[config.mk]
export PLATFORM = sky130hd
export DESIGN_NAME = mips_dmem_arbiter_flat
export DESIGN_NICKNAME = d
export VERILOG_FILES = /design/src/rtl/mips_dmem_pkg.sv /design/src/rtl/mips_dmem_arbiter_if.sv /design/src/rtl/mips_rr_arb2.sv /design/src/rtl/mips_dmem_arbiter.sv /design/src/flat_wrapper.sv
export SDC_FILE = /design/constraint.sdc
export NUM_CORES = 1
export LEC_CHECK = 0
export ABC_AREA = 1
export CAP_MARGIN = 20
export CORE_UTILIZATION = 33
export CTS_CLUSTER_SIZE = 12
export DETAILED_ROUTE_END_ITERATION = 12
export PLACE_DENSITY = 0.74
export SETUP_SLACK_MARGIN = 0.4
export SLEW_MARGIN = 30
export SYNTH_ARGS = -nofsm -noshare
export SYNTH_HDL_FRONTEND = slang
export SYNTH_SLANG_ARGS = --single-unit
export TNS_END_PERCENT = 10
[constraint.sdc]
create_clock -name clk -period 1.2 [get_ports clk]
set_input_delay 0.3 -clock clk [delete_from_list [all_inputs] [get_ports clk]]
set_output_delay 0.3 -clock clk [all_outputs]
set_load 0.02 [all_outputs]
[src/rtl/mips_dmem_pkg.sv]
// Shared definitions for the MIPS data-memory arbiter: access size codes and FSM states.
package mips_dmem_pkg;

    localparam logic [1:0] SZ_WORD = 2'b00;
    localparam logic [1:0] SZ_HALF = 2'b01;
    localparam logic [1:0] SZ_BYTE = 2'b10;
    localparam logic [1:0] SZ_RSVD = 2'b11;

    typedef enum logic [1:0] {
        ST_IDLE   = 2'b00,
        ST_ACCESS = 2'b01,
        ST_RESP   = 2'b10
    } state_t;

    function automatic logic is_rsvd_size(input logic [1:0] size);
        return size == SZ_RSVD;
    endfunction

endpackage

[src/rtl/mips_dmem_arbiter_if.sv]
// One requester port of the data-memory arbiter: request fields, accept pulse and response.
interface mips_dmem_arbiter_if;
    logic        valid;
    logic        write;
    logic [31:0] addr;
    logic [31:0] wdata;
    logic [1:0]  size;
    logic        ready;
    logic        rvalid;
    logic [31:0] rdata;
    logic        err;

    modport master (output valid, write, addr, wdata, size,
                    input  ready, rvalid, rdata, err);
    modport slave  (input  valid, write, addr, wdata, size,
                    output ready, rvalid, rdata, err);
endinterface

[src/rtl/mips_rr_arb2.sv]
// Two-input round-robin grant; the pointer moves to the losing port after every grant.
module mips_rr_arb2 #(
    parameter bit RR_INIT = 1'b0
) (
    input  logic       clk,
    input  logic       rst_n,
    input  logic [1:0] req,
    input  logic       advance,
    output logic [1:0] gnt
);

    logic ptr_q, ptr_d;

    always_comb begin
        gnt   = req;
        ptr_d = ptr_q;
        if (&req) begin
            gnt = ptr_q ? 2'b10 : 2'b01;
        end
        // Port 0 winning favours port 1 next time, and vice versa.
        if (advance && |gnt) begin
            ptr_d = gnt[0];
        end
    end

    always_ff @(posedge clk or negedge rst_n) begin
        if (!rst_n) begin
            ptr_q <= RR_INIT;
        end else begin
            ptr_q <= ptr_d;
        end
    end

endmodule

[src/rtl/mips_dmem_arbiter.sv]
// Two-port round-robin arbiter/sequencer in front of the single-port MIPS data memory.
// Define DMEM_ARB_RANGE_CHECK_EN to reject addresses >= DEPTH with err instead of a memory access.
module mips_dmem_arbiter
    import mips_dmem_pkg::*;
#(
    parameter int DEPTH   = 256,
    parameter bit RR_INIT = 1'b0
) (
    input  logic                      clk,
    input  logic                      rst_n,
    mips_dmem_arbiter_if.slave        req0,
    mips_dmem_arbiter_if.slave        req1,
    output logic [31:0]               mem_address,
    output logic [31:0]               mem_write_data,
    output logic [1:0]                mem_byte_number,
    output logic                      mem_read,
    output logic                      mem_write,
    input  logic [31:0]               mem_read_data
);

    if (DEPTH < 1) begin : g_depth_chk
        $error("DEPTH must be at least 1");
    end

    state_t      state_q, state_d;
    logic        owner_q, owner_d;
    logic [31:0] mem_address_q, mem_address_d;
    logic [31:0] mem_wdata_q, mem_wdata_d;
    logic [1:0]  mem_size_q, mem_size_d;
    logic        mem_read_q, mem_read_d;
    logic        mem_write_q, mem_write_d;
    logic [1:0]  rvalid_q, rvalid_d;
    logic [31:0] rdata_q, rdata_d;
    logic        err_q, err_d;

    logic [1:0]  req_vec, gnt;
    logic        grant_any, sel, sel_write, sel_err, range_err;
    logic [31:0] sel_addr, sel_wdata;
    logic [1:0]  sel_size;

    assign req_vec   = {req1.valid, req0.valid};
    assign grant_any = (state_q == ST_IDLE) && (|req_vec);

    mips_rr_arb2 #(.RR_INIT(RR_INIT)) u_rr (
        .clk     (clk),
        .rst_n   (rst_n),
        .req     (req_vec),
        .advance (grant_any),
        .gnt     (gnt)
    );

    always_comb begin
        sel       = gnt[1];
        sel_write = sel ? req1.write : req0.write;
        sel_addr  = sel ? req1.addr  : req0.addr;
        sel_wdata = sel ? req1.wdata : req0.wdata;
        sel_size  = sel ? req1.size  : req0.size;
`ifdef DMEM_ARB_RANGE_CHECK_EN
        range_err = sel_addr >= 32'(DEPTH);
`else
        range_err = 1'b0;
`endif
        sel_err   = is_rsvd_size(sel_size) || range_err;
    end

    always_comb begin
        state_d       = state_q;
        owner_d       = owner_q;
        mem_address_d = '0;
        mem_wdata_d   = '0;
        mem_size_d    = '0;
        mem_read_d    = 1'b0;
        mem_write_d   = 1'b0;
        rvalid_d      = 2'b00;
        rdata_d       = '0;
        err_d         = 1'b0;
        unique case (state_q)
            ST_IDLE: begin
                if (grant_any) begin
                    owner_d = sel;
                    if (sel_err) begin
                        // Rejected requests skip the memory and answer one cycle early.
                        state_d  = ST_RESP;
                        rvalid_d = sel ? 2'b10 : 2'b01;
                        err_d    = 1'b1;
                    end else begin
                        state_d       = ST_ACCESS;
                        mem_address_d = sel_addr;
                        mem_wdata_d   = sel_wdata;
                        mem_size_d    = sel_size;
                        mem_read_d    = !sel_write;
                        mem_write_d   = sel_write;
                    end
                end
            end
            ST_ACCESS: begin
                state_d  = ST_RESP;
                rvalid_d = owner_q ? 2'b10 : 2'b01;
                rdata_d  = mem_read_q ? mem_read_data : 32'h0;
            end
            ST_RESP: begin
                state_d = ST_IDLE;
            end
            default: begin
                state_d = ST_IDLE;
            end
        endcase
    end

    always_ff @(posedge clk or negedge rst_n) begin
        if (!rst_n) begin
            state_q       <= ST_IDLE;
            owner_q       <= 1'b0;
            mem_address_q <= '0;
            mem_wdata_q   <= '0;
            mem_size_q    <= '0;
            mem_read_q    <= 1'b0;
            mem_write_q   <= 1'b0;
            rvalid_q      <= 2'b00;
            rdata_q       <= '0;
            err_q         <= 1'b0;
        end else begin
            state_q       <= state_d;
            owner_q       <= owner_d;
            mem_address_q <= mem_address_d;
            mem_wdata_q   <= mem_wdata_d;
            mem_size_q    <= mem_size_d;
            mem_read_q    <= mem_read_d;
            mem_write_q   <= mem_write_d;
            rvalid_q      <= rvalid_d;
            rdata_q       <= rdata_d;
            err_q         <= err_d;
        end
    end

    assign mem_address     = mem_address_q;
    assign mem_write_data  = mem_wdata_q;
    assign mem_byte_number = mem_size_q;
    assign mem_read        = mem_read_q;
    assign mem_write       = mem_write_q;

    // Accept pulses are masked while reset is held so no request is consumed then.
    assign req0.ready  = rst_n && grant_any && gnt[0];
    assign req1.ready  = rst_n && grant_any && gnt[1];
    assign req0.rvalid = rvalid_q[0];
    assign req1.rvalid = rvalid_q[1];
    assign req0.rdata  = rvalid_q[0] ? rdata_q : 32'h0;
    assign req1.rdata  = rvalid_q[1] ? rdata_q : 32'h0;
    assign req0.err    = rvalid_q[0] && err_q;
    assign req1.err    = rvalid_q[1] && err_q;

endmodule

[src/flat_wrapper.sv]
// flat-port wrapper written by rule: the top's interface ports become plain ports
module mips_dmem_arbiter_flat import mips_dmem_pkg::*;
#(
    parameter int DEPTH   = 256,
    parameter bit RR_INIT = 1'b0
)
  (clk, rst_n, mem_address, mem_write_data, mem_byte_number, mem_read, mem_write, mem_read_data, req0_valid, req0_write, req0_addr, req0_wdata, req0_size, req0_ready, req0_rvalid, req0_rdata, req0_err, req1_valid, req1_write, req1_addr, req1_wdata, req1_size, req1_ready, req1_rvalid, req1_rdata, req1_err);
  mips_dmem_arbiter_if req0_i ();
  mips_dmem_arbiter_if req1_i ();
  input  logic clk;
  input  logic rst_n;
  output logic [31:0] mem_address;
  output logic [31:0] mem_write_data;
  output logic [1:0] mem_byte_number;
  output logic mem_read;
  output logic mem_write;
  input  logic [31:0] mem_read_data;
  input wire logic [$bits(req0_i.valid)-1:0] req0_valid;
  input wire logic [$bits(req0_i.write)-1:0] req0_write;
  input wire logic [$bits(req0_i.addr)-1:0] req0_addr;
  input wire logic [$bits(req0_i.wdata)-1:0] req0_wdata;
  input wire logic [$bits(req0_i.size)-1:0] req0_size;
  output wire logic [$bits(req0_i.ready)-1:0] req0_ready;
  output wire logic [$bits(req0_i.rvalid)-1:0] req0_rvalid;
  output wire logic [$bits(req0_i.rdata)-1:0] req0_rdata;
  output wire logic [$bits(req0_i.err)-1:0] req0_err;
  input wire logic [$bits(req1_i.valid)-1:0] req1_valid;
  input wire logic [$bits(req1_i.write)-1:0] req1_write;
  input wire logic [$bits(req1_i.addr)-1:0] req1_addr;
  input wire logic [$bits(req1_i.wdata)-1:0] req1_wdata;
  input wire logic [$bits(req1_i.size)-1:0] req1_size;
  output wire logic [$bits(req1_i.ready)-1:0] req1_ready;
  output wire logic [$bits(req1_i.rvalid)-1:0] req1_rvalid;
  output wire logic [$bits(req1_i.rdata)-1:0] req1_rdata;
  output wire logic [$bits(req1_i.err)-1:0] req1_err;
  assign req0_i.valid = req0_valid;
  assign req0_i.write = req0_write;
  assign req0_i.addr = req0_addr;
  assign req0_i.wdata = req0_wdata;
  assign req0_i.size = req0_size;
  assign req0_ready = req0_i.ready;
  assign req0_rvalid = req0_i.rvalid;
  assign req0_rdata = req0_i.rdata;
  assign req0_err = req0_i.err;
  assign req1_i.valid = req1_valid;
  assign req1_i.write = req1_write;
  assign req1_i.addr = req1_addr;
  assign req1_i.wdata = req1_wdata;
  assign req1_i.size = req1_size;
  assign req1_ready = req1_i.ready;
  assign req1_rvalid = req1_i.rvalid;
  assign req1_rdata = req1_i.rdata;
  assign req1_err = req1_i.err;
  mips_dmem_arbiter #(.DEPTH(DEPTH), .RR_INIT(RR_INIT)) u_core (.clk(clk), .rst_n(rst_n), .req0(req0_i), .req1(req1_i), .mem_address(mem_address), .mem_write_data(mem_write_data), .mem_byte_number(mem_byte_number), .mem_read(mem_read), .mem_write(mem_write), .mem_read_data(mem_read_data));
endmodule
==> run summary <==
The total congestion overflow is 0. The register area share after synthesis is 55.4%. The placeable core region came out at 14,100 um^2. The share of the cycle needed by the critical path after routing is 141%.

Global routing consumed, on the met2 layer, 39.5% of the routing resources. The cell that appears most often on the critical path is buf_4. Detailed placement ended at an HPWL of 11,800 um. The worst ir drop on vdd is 878 uV. The power dissipated by switching net loads is 5.81 mW.

The sequential share of power is 31.6%. Synthesis produced 578 cells. The met3 layer usage reported by global route came out at 8.39%. The maximum root-to-sink buffer count is 2. The biggest cell delay along the critical path came out at 0.40 ns. Among cell families on the critical path, the largest total delay comes from flip-flops. Averaged over all synthesized cells, the footprint is 8.37 um^2. The startpoint kind of the worst setup timing path is a flop. The worst setup path is of the reg -> out kind. The maximum fanout count along the critical path came out at 2.

The filler cells instantiated in the layout total 1,116. For this design, the slowest cell found on the critical path is dfrtp_1. Synthesis produced a netlist with a net count of 748.

The final critical delay including setup and external delays came out at 1.70 ns. The number of global-route vias before repair was 4,715. In this run the number of H-tree levels came out at 3.

The share of cells above drive strength 1 came out at 43.3%. The first routing iteration left 109 violations. The number of nets still failing antenna checks after routing came out at 0. The post-synth design cell area is 4840 um^2. The met1 usage is 20.3%. The horizontal extent of the die came out at 123 um. The post-layout net count is 1,086. The final setup TNS is -39.17 ns.

Setup repair after global routing could not meet its margin everywhere. The path category of the worst min-delay check is in -> async. The first global-routing pass estimated 23,500 um of wire.

met2 is the most crowded layer. From bottom edge to top edge, the die measures 123 um. For this run, design rule violations remaining after detail routing come to 0. The number of warnings issued by yosys is 0. The signal on the critical path passes through nor2_2 -> buf_4 -> o211ai_1 -> nor2_1 -> buf_4. Entering global routing, the biggest net connects 78 pins.

The tightest hold margin is -0.0690 ns. The initial core utilization came out at 34.3%. The clock group share of total power came out at 17.9%.

Internal power comes to 9.75 mW. Combinational logic is responsible for 50.5% of the overall power. TritonCTS built the clock tree.

The total wire length after detailed routing came out at 17,000 um. CTS saw 107 sinks. The final setup violation count is 161. From synthesis to final layout, the design area changed by 97.1%. The power per standard cell area is 1630 nW/um^2. The worst relative slew slack came out at 73.5%.

The transition time at the pin with the least slew margin came out at 0.398 ns. The final count of pins violating max slew came out at 0. The static leakage power is 5.09 nW. At the end of routability-driven placement, the weighted congestion stood at 0.759.

The wire length per cell came out at 15.5 um. The number of buffer and inverter stages on the critical path came out at 2. The global-route total usage across every layer came out at 20.9%.

The repair_antennas step left the layout with diodes totalling 0. The quantity of I/O buffers inserted on ports came out at 307. The count of distinct cell types in the synthesized netlist came out at 22. The final reports fail on negative hold slack, negative setup slack. The data arrival at the endpoint of the critical path came out at 1.40 ns. The run finished, with violations left.

The overall die area is 15,100 um^2. The switching share of total power is 37.3%. The clock tree skew after final layout came out at 0.00343 ns.

The number of I/O pins came out at 308. The total via count in the routed design is 4,944. The number of clock buffers added by TritonCTS is 9. The initial antenna violation count came out at 0.

The total iterations of the first detailed-routing run is 4. The clock-pin slew reported for the worst setup and hold paths after clock tree synthesis came out at 0.07 ns. The max-cap check violation count came out at 0.

The worst setup path is captured at an output port. In this run the clock root is driven by a clkbuf_16. Dividing the detail-routed via count by the number of cells gives 4.49. The clock latency on the worst-skew pair came out at 0.34 ns. In this run the core area contains 43 standard-cell rows. The flip-flop and latch count after synthesis came out at 107. Across all setup checks in the final design, the least slack found is -0.497 ns.

The number of endpoints with negative hold slack in the final report is 30. Static timing analysis puts the maximum clock frequency at 0.589 GHz. STA puts the critical path data required time at 0.90 ns.
## layout make-up
type                            count  area, um^2  area share, %
Sequential cell                   107        2680           28.1
Tap cell                          180         225           2.36
Clock inverter                      6        41.3          0.433
Timing Repair Buffer              360        3830           40.2
Multi-Input combinational cell    363        2200           23.0
Inverter                           75         317           3.32
Clock buffer                       10         239           2.51
## power by group through the flow
stage               sequential (mW)  combinational, mW  clock, mW
floorplan                      5.69               2.31          0
global placement               4.77               6.33          0
detailed placement             4.80               6.38          0
CTS                            4.90               7.04       2.86
global route                   4.99               8.35       3.00
finish                         4.91               7.86       2.78
## synthesized netlist by cell type
master / number / area [um^2]
dfrtp_1: 107 / 2680
nand2_1: 107 / 402
nor2_1: 99 / 372
inv_1: 73 / 274
o21ai_0: 65 / 325
or2_2: 57 / 357
clkbuf_1: 20 / 75.1
nor2_2: 10 / 62.6
or2_1: 7 / 43.8
buf_6: 6 / 67.6
buf_2: 5 / 25.0
nand2_2: 4 / 25.0
nand2_4: 4 / 45.0
nand3_1: 4 / 20.0
clkbuf_2: 2 / 10.0
o21ai_1: 2 / 10.0
a21oi_2: 1 / 8.76
buf_8: 1 / 15.0
clkinv_1: 1 / 3.75
inv_2: 1 / 3.75
o211ai_1: 1 / 7.51
o21bai_1: 1 / 7.51
## cell usage in the layout (no fill, tap or decap), types with 2 or more instances in the layout
cell type        count
inv_4                9
nor2_1              74
clkinvlp_4           3
o21ai_0             30
dlygate4sd2_1        2
inv_1               40
or2_1                7
buf_6              122
buf_12               8
buf_8                3
buf_2               22
nor2_2              17
or2_2               53
nand3_1              4
clkinv_2             2
nand2_2              7
o21ai_2             19
inv_2               25
nor2_4              18
dfrtp_2              2
nand2_8              3
dfrtp_1            105
clkbuf_16           15
clkdlybuf4s50_1    166
buf_16               4
o21ai_1             18
or2_4                4
nand2_4             32
nand2_1             74
buf_4               26
## metrics by stage
step	power [mW]	instances	instance area, um^2	utilization, %	setup WS (ns)
6_report	15.6	1101	9530	67.6	-0.497
3_5_place_dp	11.2	1068	8440	59.9	-0.991
4_1_cts	14.8	1087	8920	63.3	-0.480
3_3_place_gp	11.1	1068	8440	59.9	-0.978
5_1_grt	16.3	1101	9530	67.6	-0.588
2_1_floorplan	8.00	578	5050	-	-0.0942
## metal layers
| metal | wire [um] | share of wire (%) |
|---|---|---|
| met5 | 0 | 0 |
| met4 | 250 | 1.5 |
| met3 | 1720 | 10 |
| met2 | 9420 | 55 |
| met1 | 5650 | 33 |
## sequential cells by signal, summed over array words and instances (netlist names)
| register | cells |
|---|---|
| u_core.err_q | 1 |
| u_core.mem_address | 32 |
| u_core.mem_byte_number | 2 |
| u_core.mem_read | 1 |
| u_core.mem_write | 1 |
| u_core.mem_write_data | 32 |
| u_core.owner_q | 1 |
| u_core.rdata_q | 32 |
| u_core.rvalid_q | 2 |
| u_core.state_q | 2 |
| u_core.u_rr.ptr_q | 1 |
## repair_timing
item | 4_1_cts | 5_1_grt
hold endpoints to repair | 30 | 30
setup endpoints to repair | 245 | 322
pin swaps | 26 | 24
cloned | 2 | 7
gates resized for setup | 772 | 150
setup buffers | 1 | 7
## worst paths after layout
check                                  startpoint                        end  slack, ns  depth (start not counted)
worst max register to register  u_core.u_rr.ptr_q  u_core.mem_write_data[26]      -0.26                         10
min in group clk                mem_read_data[20]         u_core.rdata_q[20]       0.48                          3
max in group asynchronous                   rst_n         u_core.rdata_q[14]       0.59                          3
worst max-delay path            u_core.state_q[1]                 req0_ready      -0.50                          5
worst min register to register     u_core.owner_q             u_core.owner_q       0.54                          2
worst min-delay path                        rst_n         u_core.rdata_q[24]      -0.07                          2
## worst register-to-register path, cell delays in order, from the launching register on
cell	delay, ns
dfrtp_1	0.37
inv_2	0.07
nand2_2	0.07
nand2_4	0.10
buf_12	0.15
nand2_4	0.07
nand2_4	0.09
nand2_8	0.09
nand2_8	0.13
clkbuf_16	0.17
nor2_2	0.04
## cell families after synthesis
logic type	after synthesis	share of synthesized area, %
and+or+nand+nor	292	27.4
DFF	107	55.4
buffers and inverters	109	9.80
AOI/OAI and AO/OA	70	7.42
Note: power is estimated with default switching activity, not from simulation.
